## config.mk

```make
export PLATFORM = sky130hd
export DESIGN_NAME = thrsh_ttl_pulse_gen
export DESIGN_NICKNAME = d
export VERILOG_FILES = /design/src/rtl/thrsh_ttl_pulse_gen.sv
export SDC_FILE = /design/constraint.sdc
export NUM_CORES = 1
export LEC_CHECK = 0
export ABC_AREA = 1
export CAP_MARGIN = 20
export CORE_ASPECT_RATIO = 1.4
export CORE_MARGIN = 2
export CORE_UTILIZATION = 45
export DETAILED_ROUTE_END_ITERATION = 7
export PLACE_DENSITY = 0.74
export SLEW_MARGIN = 25
export SYNTH_ARGS = -nofsm -noshare
export SYNTH_HDL_FRONTEND = slang
export SYNTH_SLANG_ARGS = --single-unit
```

## constraint.sdc

```tcl
create_clock -name dataclk -period 1.9 [get_ports dataclk]
set_input_delay 0.38 -clock dataclk [delete_from_list [all_inputs] [get_ports dataclk]]
set_output_delay 0.38 -clock dataclk [all_outputs]
set_load 0.02 [all_outputs]
```

## src/rtl/thrsh_ttl_pulse_gen.sv

```systemverilog
// Threshold-triggered TTL pulse generator: one pulse per accepted rising edge of thrsh_in,
// with pulse width and refractory dead time counted in sequencer sample strobes.
module thrsh_ttl_pulse_gen #(
    parameter logic [31:0] SAMPLE_STATE   = 32'd99,
    parameter logic [5:0]  SAMPLE_CHANNEL = 6'd0
) (
    input  logic        dataclk,
    input  logic        reset,
    input  logic [31:0] main_state,
    input  logic [5:0]  channel,
    input  logic        thrsh_in,
    input  logic        enable,
    input  logic [15:0] pulse_len,
    input  logic [15:0] refractory_len,
    input  logic        clear_count,
    output logic        ttl_out,
    output logic [1:0]  state,
    output logic [15:0] event_count
);

    typedef enum logic [1:0] {
        StIdle    = 2'd0,
        StPulse   = 2'd1,
        StRefract = 2'd2
    } state_e;

    state_e      state_q, state_d;
    logic        ttl_q, ttl_d;
    logic [15:0] cnt_q, cnt_d;
    logic [15:0] plen_q, plen_d;
    logic [15:0] rlen_q, rlen_d;
    logic [15:0] event_count_q, event_count_d;
    logic        thrsh_prev_q, thrsh_prev_d;

    logic strobe;
    logic edge_det;
    logic accept;

    assign strobe   = (main_state == SAMPLE_STATE) && (channel == SAMPLE_CHANNEL);
    assign edge_det = strobe && thrsh_in && !thrsh_prev_q;

    // The comparator history only advances on strobes so edges are seen per sample.
    assign thrsh_prev_d = strobe ? thrsh_in : thrsh_prev_q;

    always_comb begin
        state_d = state_q;
        ttl_d   = ttl_q;
        cnt_d   = cnt_q;
        plen_d  = plen_q;
        rlen_d  = rlen_q;
        accept  = 1'b0;

        if (!enable) begin
            state_d = StIdle;
            ttl_d   = 1'b0;
            cnt_d   = '0;
        end else begin
            unique case (state_q)
                StIdle: begin
                    if (edge_det && (pulse_len != 16'd0)) begin
                        accept  = 1'b1;
                        state_d = StPulse;
                        ttl_d   = 1'b1;
                        plen_d  = pulse_len;
                        rlen_d  = refractory_len;
                        cnt_d   = pulse_len;
                    end
                end
                StPulse: begin
                    if (strobe) begin
                        if (cnt_q == 16'd1) begin
                            ttl_d = 1'b0;
                            if (rlen_q != 16'd0) begin
                                state_d = StRefract;
                                cnt_d   = rlen_q;
                            end else begin
                                state_d = StIdle;
                                cnt_d   = '0;
                            end
                        end else begin
                            cnt_d = cnt_q - 16'd1;
                        end
                    end
                end
                StRefract: begin
                    // Edges on the final refractory strobe fall here and are dropped.
                    if (strobe) begin
                        if (cnt_q == 16'd1) begin
                            state_d = StIdle;
                            cnt_d   = '0;
                        end else begin
                            cnt_d = cnt_q - 16'd1;
                        end
                    end
                end
                default: begin
                    state_d = StIdle;
                    ttl_d   = 1'b0;
                    cnt_d   = '0;
                end
            endcase
        end
    end

    always_comb begin
        event_count_d = event_count_q;
        if (clear_count) begin
            event_count_d = {15'd0, accept};
        end else if (accept && (event_count_q != 16'hFFFF)) begin
            event_count_d = event_count_q + 16'd1;
        end
    end

    always_ff @(posedge dataclk or negedge reset) begin
        if (!reset) begin
            state_q       <= StIdle;
            ttl_q         <= 1'b0;
            cnt_q         <= '0;
            plen_q        <= '0;
            rlen_q        <= '0;
            event_count_q <= '0;
            thrsh_prev_q  <= 1'b1;
        end else begin
            state_q       <= state_d;
            ttl_q         <= ttl_d;
            cnt_q         <= cnt_d;
            plen_q        <= plen_d;
            rlen_q        <= rlen_d;
            event_count_q <= event_count_d;
            thrsh_prev_q  <= thrsh_prev_d;
        end
    end

    assign ttl_out     = ttl_q;
    assign state       = state_q;
    assign event_count = event_count_q;

    // An active interval never holds more strobes than the length latched at its start.
    a_pulse_bound: assert property (@(posedge dataclk) disable iff (!reset)
        (state_q == StPulse) |-> ((cnt_q != 16'd0) && (cnt_q <= plen_q)));
    a_refract_bound: assert property (@(posedge dataclk) disable iff (!reset)
        (state_q == StRefract) |-> ((cnt_q != 16'd0) && (cnt_q <= rlen_q)));

endmodule

```

-- Word level (Yosys, flattened, before mapping)
Index checks and enable logic that the tools add are counted.
- multipliers: 0
- shifts and indexed selects: 0
- multiplexer cells: 26
- bitwise operators: 0
- eq/ne operators: 11
- divide/modulo/power cells: 0
- reductions and logical operators: 15
- add/sub/neg operators: 2
- order comparisons: 0
- operators with widths (kind ; count):
    $mux 16 ; 9
    $pmux 16 s3 ; 1
    $eq 32x7->1 const B ; 1
    $reduce_bool 16->1 ; 2
    $add 16x1->16 const B ; 1
    $eq 16x1->1 const B ; 1
    $ne 16x16->1 const B ; 1
    $sub 16x1->16 const B ; 1
    $ne 3x3->1 const B ; 5
    $mux 2 ; 7
    $mux 1 ; 7
    $logic_not 6->1 ; 1
    $pmux 2 s3 ; 1
    $reduce_and 3->1 ; 2
    $logic_and 1x1->1 ; 5
    $reduce_and 5->1 ; 1
    $reduce_and 4->1 ; 1
    $pmux 1 s3 ; 1
    $eq 2x1->1 const B ; 1
    $eq 2x2->1 const B ; 1
    $logic_not 2->1 ; 1
    $ne 2x2->1 const B ; 1
    $reduce_bool 2->1 ; 1
    $logic_not 1->1 ; 1
- output and inout port bits: 19
- memory bits (writable): 0
- flip-flop bits (word level): 52
- bits in latches: 0
- memories: 0
- input port bits: 75
- bits in read-only memories: 0

-- Longest topological paths before layout
Gate-level depths: netlist (run 1).
- depth after elaboration: 11
- gate-level depth with buffers: 13
- mapped depth without buffers: 13

-- Worst setup path before layout (run 1)
OpenSTA, ideal clock, no wires.
- path kind: register -> register
- from: reg event_count_q[0], in the netlist event_count[0]
- to: reg event_count_q[15], in the netlist event_count[15]
- required time: 1771 ps
- stages on the path, launching flop included: 12
- clock period less this slack: 1778 ps
- buffers on the path: 1
- data arrival time: 1649 ps
- path slack: 122 ps
- library setup time: 129 ps
- cell sequence: dfrtp_1 -> ha_1 -> nand2_1 -> inv_1 -> nand2_2 -> nor3_4 -> nand3_2 -> buf_6 -> nand4_1 -> nand2_1 -> nand2_1 -> nor2_1
- cells in the longest elaborated chain, start to end: 3
- elaborated cells on any way between the ends: 6
- those cells by class: add/sub (1); eq/ne (1); mux (2); reduce/logical (2)
- ends and longest elaborated chain (what ; line ; RTL):
    start: declaration ; 32 ; logic [15:0] event_count_q, event_count_d;
    start signal: assignment ; 129 ; event_count_q <= event_count_d;
    $add 16x1->16 / $ne 16x16->1 (equally long branches) ; 110, 109 ;
    $mux 16 / $logic_and 1x1->1 (equally long branches) ; 109 ; end else if (accept && (event_count_q != 16'hFFFF)) begin
    $mux 16 / $reduce_bool 2->1 (equally long branches) ; - ;
Several ways; a longest one is shown, not always the timed one. The select of a mux whose other input is x is not followed.
A chain may end at the register's enable or synchronous reset.

-- Worst setup path after layout (run 1)
- from: reg event_count_q[15], in the netlist event_count[15]
- to: out event_count[15]
- RTL lines (what ; line ; RTL):
    end: declaration ; 18 ; output logic [15:0] event_count
No word-level cell between the ends.

==> flow_summary.json, run 1 <==
{
  "synthCells": 545,
  "hp-class": "in -> async",
  "critPathTopFamily": "buffers and inverters",
  "drt_pass1_iterations": 5,
  "cts.sinks": 52,
  "wl_per_cell_um": 14.8,
  "r2r_end": "ttl_out",
  "antenna_found_initial": 0,
  "drcViolationCount": 0,
  "cp.required_ps": 1520,
  "die_height_um": 111,
  "yosys-top-cells-count": "nand2_1 (157), nor2_1 (112), inv_1 (61)",
  "portBuffers": 93,
  "netlist_area_um2": 3670,
  "final_nets": 763,
  "final.setup_skew_ps": 4.42,
  "synth.ff_latch_count": 52,
  "ys_warn_count": 0,
  "yosysTopAreaCell": "dfrtp_1",
  "dieArea_um2": 8900,
  "overflow": 0,
  "grt_pass1_vias": 4217,
  "start_util_pct": 45.5,
  "track_usage_pct": 25.5,
  "fin_crit_sh_pct": 95.0,
  "core_area_um2": 8050,
  "r2r_start": "cnt_q[3]",
  "ctsHtreeMaxLevel": 2,
  "critical_path.max_stage_delay_ps": 650,
  "hold_viol_final": 0,
  "worstSetupStartpointType": "flip-flop",
  "drt-vias-per-instance": 5.30,
  "clockRootBuffer": "clkbuf_16",
  "drive_above_1_share_pct": 17.6,
  "worst-path-max-fanout": 5,
  "synth_flop_cell": "dfrtp_1",
  "grt_pass1_wl_mm": 18.5,
  "cp_num_buf_inv": 1,
  "cts_tree": "yes",
  "clockBufferDepth": 2,
  "crit_chain": "clkdlybuf4s50_1",
  "syn_nets": 623,
  "r2r_slack_ps": 100,
  "crit_slowest_cell": "clkdlybuf4s50_1",
  "ys_async_sr_fraction_pct": 100,
  "seqCellArea_um2": 1300,
  "drt_iter0_markers": 246,
  "grt_max_degree": 53,
  "diodes": 0,
  "combPwrFrac_pct": 48.2,
  "ys_types": 39,
  "final_util_pct": 67.9,
  "die_x_um": 80.3,
  "power.switching_w": 0.00204,
  "drt_wl_total_mm": 11.7,
  "max_slew_margin_pct": 32.3,
  "power.share.clock_pct": 22.5,
  "dp.cells": 772,
  "synth_edf_count": 0,
  "clkTransAtPathRegs_ps": 70,
  "p_leak_nw": 3.09,
  "vias": 4173,
  "setup_violations": 0,
  "clkLatencyLatePin_ps": 300,
  "switching_share_pct": 41.9,
  "cts_buffers": 5,
  "power_w": 0.00488,
  "r2r_cells": 8,
  "peakVddDrop_uv": 546,
  "io_pins": 94,
  "postSynthAreaPerCell_um2": 6.73,
  "hold_buffers": 0,
  "worst_pin_slew_ps": 1000,
  "dpl.hpwl_mm": 8.70,
  "rows": 39,
  "multi_input_area_um2": 2190,
  "cap_violations": 0,
  "status": "completed",
  "synth_seq_area_share_pct": 35.5,
  "area_delta_synth_final_pct": 49.2,
  "yosysMostFrequentCell": "nand2_1",
  "final_cells": 788,
  "period_needed_ps": 1800,
  "crit_type": "reg -> out",
  "power_density_nw_per_um2": 892,
  "internal_power_w": 0.00284,
  "synth_top_cell_area_share_pct": 34.8,
  "gp_congestion": 0.964,
  "timing.hold.ws_ps": 75.6,
  "max_freq_mhz": 554,
  "p_seq_share_pct": 29.3,
  "drtAntennaViolNets": 0,
  "worst_ep_arrival_time_ps": 1420,
  "synthTopCellsByArea": "dfrtp_1 (35%), nand2_1 (16%), nor2_1 (11%)",
  "final_max_slew_viol_count": 0,
  "cp-end-kind": "primary output",
  "fillers": 689
}
-- per-stage QoR --
step                setup TNS, ps  setup slack (ps)  area (um^2)
floorplan                       0               122         3670
global placement            -9820              -286         4970
CTS                             0              5.16         5160
global route                 -179             -30.8         5470
finish                          0              95.7         5470
detailed placement         -11840              -317         4970
-- layer usage --
layer	routed length [um]	vias up	GRT usage [%]	share of wire, %
met5	0	-	0	0
met4	406	0	8.70	3.5
met3	557	41	4.07	4.8
met2	6390	147	47.7	55
met1	4300	1962	28.2	37
li1	-	2023	-	-
-- placed cells by master (no fill, tap or decap), drive strengths merged --
| cell | instances |
|---|---|
| o21bai | 1 |
| o22ai | 1 |
| clkbuf | 5 |
| nand3b | 2 |
| and3 | 1 |
| o21ai | 16 |
| xor2 | 4 |
| nand3 | 38 |
| xnor2 | 3 |
| nor3 | 13 |
| a21oi | 18 |
| dfrtp | 51 |
| o221ai | 4 |
| nand4 | 18 |
| nor4 | 6 |
| nor2 | 126 |
| o211ai | 3 |
| dlymetal6s2s | 54 |
| ha | 3 |
| nand2 | 166 |
| bufinv | 1 |
| inv | 64 |
| dfstp | 1 |
| clkinv | 1 |
| clkdlybuf4s50 | 38 |
| buf | 48 |
-- cells by family (layout without fill, tap and decap cells) --
kind of cell / Yosys count / count (layout) / synth area share, %
simple gates: 368 / 370 / 45.7
buf+inv: 72 / 211 / 8.36
flops: 52 / 52 / 35.5
compound gates: 43 / 43 / 7.71
xor+xnor: 7 / 7 / 1.67
fa+ha+maj: 3 / 3 / 1.02
-- worst max path at each step --
stage                     from              end  depth (start not counted)
2_1_floorplan   event_count[0]  event_count[15]                         11
3_3_place_gp    main_state[29]  event_count[11]                         12
3_5_place_dp    main_state[26]  event_count[11]                         13
4_1_cts        event_count[12]  event_count[13]                          9
5_1_grt         event_count[1]  event_count[11]                         10
6_report       event_count[15]  event_count[15]                          1
-- layout make-up --
cell class / count / area share, %
multi-input cells: 423 / 40.1
inverters: 63 / 4.32
well taps: 102 / 2.33
flip-flops and latches: 52 / 23.8
clock buffers: 5 / 2.29
clock inverters: 3 / 0.915
repair buffers: 140 / 26.2
-- registers in the layout, summed over array words and instances, names as in the netlist --
signal / count
ttl_out: 1
thrsh_prev_q: 1
state: 2
cnt_q: 16
event_count: 16
rlen_q: 16
-- power groups by stage --
stage / sequential (W) / combinational, W / clock, W
after floorplan: 0.00142 / 0.00136 / 0
after global placement: 0.00142 / 0.00214 / 0
after detailed placement: 0.00143 / 0.00217 / 0
after CTS: 0.00141 / 0.00218 / 0.00110
after global routing: 0.00144 / 0.00261 / 0.00114
final: 0.00143 / 0.00235 / 0.00110
-- timing repair --
action,CTS,global route
pin swaps,0,63
setup buffers,0,6
endpoints found under the hold margin,0,0
setup endpoints to repair,2,46
gates resized for setup,3,84
cloned,0,2
Power figures use the tool's default switching activity.
==> run 2, diff against run 1 <==
Settings changed: CTS_CLUSTER_SIZE set to 14.
==> results of run 2 <==
Same layout as run 1: the final DEF is identical, and so are final timing and power.
==> run 3, diff against run 2 <==
Settings changed: SETUP_SLACK_MARGIN set to 0.1.
==> run 3 against run 2 <==
Total power is 1.6% higher. Critical path depth grew 1. Critical endpoint is now event_count[12]. Utilization shrank 0.64 points. Maximum frequency is 0.85% higher. First-iteration DRC count increased by 12%. Combinational power up 3%. Largest power group unchanged. Largest cell class unchanged. Wire length up 4.2%. Hold slack is essentially flat. Clock skew fell by 1.2 ps.
==> flow_summary.json, run 3 (synthesis results as in run 1) <==
{
  "p_leak_nw": 2.74,
  "crit_chain": "buf_4 -> clkdlybuf4s50_1",
  "io_pins": 94,
  "portBuffers": 93,
  "cp-end-kind": "primary output",
  "drt_wl_total_mm": 12.1,
  "hold_buffers": 0,
  "dpl.hpwl_mm": 8.70,
  "worstSetupStartpointType": "flip-flop",
  "worst-path-max-fanout": 3,
  "final_cell_mix": "nand2_1 (154), nor2_1 (100), inv_1 (56), buf_4 (50), dfrtp_1 (49)",
  "grt_max_degree": 53,
  "clkLatencyLatePin_ps": 300,
  "rows": 39,
  "critical_path.max_stage_delay_ps": 600,
  "peakVddDrop_uv": 534,
  "fin_crit_sh_pct": 94.2,
  "worst_pin_slew_ps": 643,
  "r2r_slack_ps": 150,
  "status": "completed",
  "clockRootBuffer": "clkbuf_16",
  "final_nets": 777,
  "rsz0062_at_grt": "yes",
  "diodes": 0,
  "die_x_um": 80.3,
  "r2r_end": "event_count[13]",
  "clockBufferDepth": 2,
  "cts_tree": "yes",
  "power_density_nw_per_um2": 915,
  "crit_slowest_cell": "clkdlybuf4s50_1",
  "crit_type": "reg -> out",
  "critPathTopFamily": "buffers and inverters",
  "track_usage_pct": 26.5,
  "drt_pass1_iterations": 7,
  "period_needed_ps": 1790,
  "drive_above_1_share_pct": 26.0,
  "drcViolationCount": 0,
  "setup_tns_ps": 0,
  "final_max_slew_viol_count": 0,
  "max_slew_margin_pct": 56.8,
  "power_w": 0.00496,
  "worst_ep_arrival_time_ps": 1410,
  "wl_per_cell_um": 15.1,
  "hp-class": "in -> async",
  "layout_commonest_cell": "nand2_1",
  "grt_pass1_wl_mm": 19.1,
  "hold_viol_final": 0,
  "setup_violations": 0,
  "drt_iter0_markers": 275,
  "r2r_start": "event_count[14]",
  "ctsHtreeMaxLevel": 2,
  "grt_pass1_vias": 4281,
  "cp.required_ps": 1520,
  "gp_congestion": 0.964,
  "drtAntennaViolNets": 0,
  "overflow": 0,
  "area_delta_synth_final_pct": 47.8,
  "design_area_um2": 5420,
  "dieArea_um2": 8900,
  "max_freq_mhz": 559,
  "vias": 4307,
  "r2r_cells": 10,
  "cp_num_buf_inv": 2,
  "start_util_pct": 45.5,
  "fillers": 714,
  "core_area_um2": 8050,
  "final.setup_skew_ps": 3.26,
  "clkTransAtPathRegs_ps": 80,
  "cts.sinks": 52,
  "antenna_found_initial": 0,
  "drt-vias-per-instance": 5.37,
  "die_height_um": 111,
  "cts_buffers": 5,
  "place_area_um2": 4970,
  "cap_violations": 0
}
==> run 3: changes by cell type in the layout (fill, tap and decap cells not counted), sizes merged <==
| cell | change |
|---|---|
| dlygate4sd2 | +18 |
| clkdlybuf4s15 | +4 |
| clkdlybuf4s50 | -2 |
| buf | +14 |
| nand3 | +1 |
| dlymetal6s2s | -51 |
| clkbuf | +30 |
==> run 3: metrics by stage <==
| step | std cells | hold WS, ps | utilization [%] | worst slack (ps) |
|---|---|---|---|---|
| CTS | 788 | 92.0 | 65.0 | 95.5 |
| finish | 802 | 76.1 | 67.3 | 111 |
| global route | 802 | 103 | 67.3 | 22.0 |
| global placement | 772 | 396 | 61.7 | -286 |
| detailed placement | 772 | 401 | 61.7 | -317 |
| floorplan | 545 | 84.4 | - | 122 |
==> run 3: area by class of cell <==
class	instances	area (um^2)	area share, %
Inverter	63	236	4.36
Sequential cell	52	1310	24.1
Clock buffer	5	125	2.31
Multi-Input combinational cell	424	2300	42.4
Timing Repair Buffer	153	1280	23.6
Clock inverter	3	50.0	0.924
Tap cell	102	128	2.36
==> run 3: worst max path at each step <==
stage,start,end,slack [ps],cells after the start
after global routing,event_count[12],event_count[13],20,10
after detailed placement,main_state[26],event_count[11],-320,13
after floorplan,event_count[0],event_count[15],120,11
after CTS,event_count[15],event_count[15],100,1
after global placement,main_state[29],event_count[11],-290,12
final,event_count[12],event_count[12],110,2
==> run 3: layer usage <==
metal	track usage (%)	vias up	share of wire, %
li1	-	2067	-
met1	29.2	2015	37
met5	0	-	0
met2	49.7	176	54
met4	9.04	0	3.8
met3	4.15	49	5.0
==> run 3: timing repair <==
| item | in CTS | in global routing |
|---|---|---|
| pin swaps | 51 | 64 |
| endpoints found under the setup margin | 41 | 50 |
| buffers inserted | 6 | 12 |
| cloned | 2 | 2 |
| gates resized for setup | 70 | 117 |
| endpoints found under the hold margin | 0 | 0 |
==> run 3: report_power, final <==
group	internal [W]	total [W]	switching, W
Combinational	0.000961	0.00242	0.00146
Sequential	0.00125	0.00143	0.000181
Clock	0.000638	0.00111	0.000468
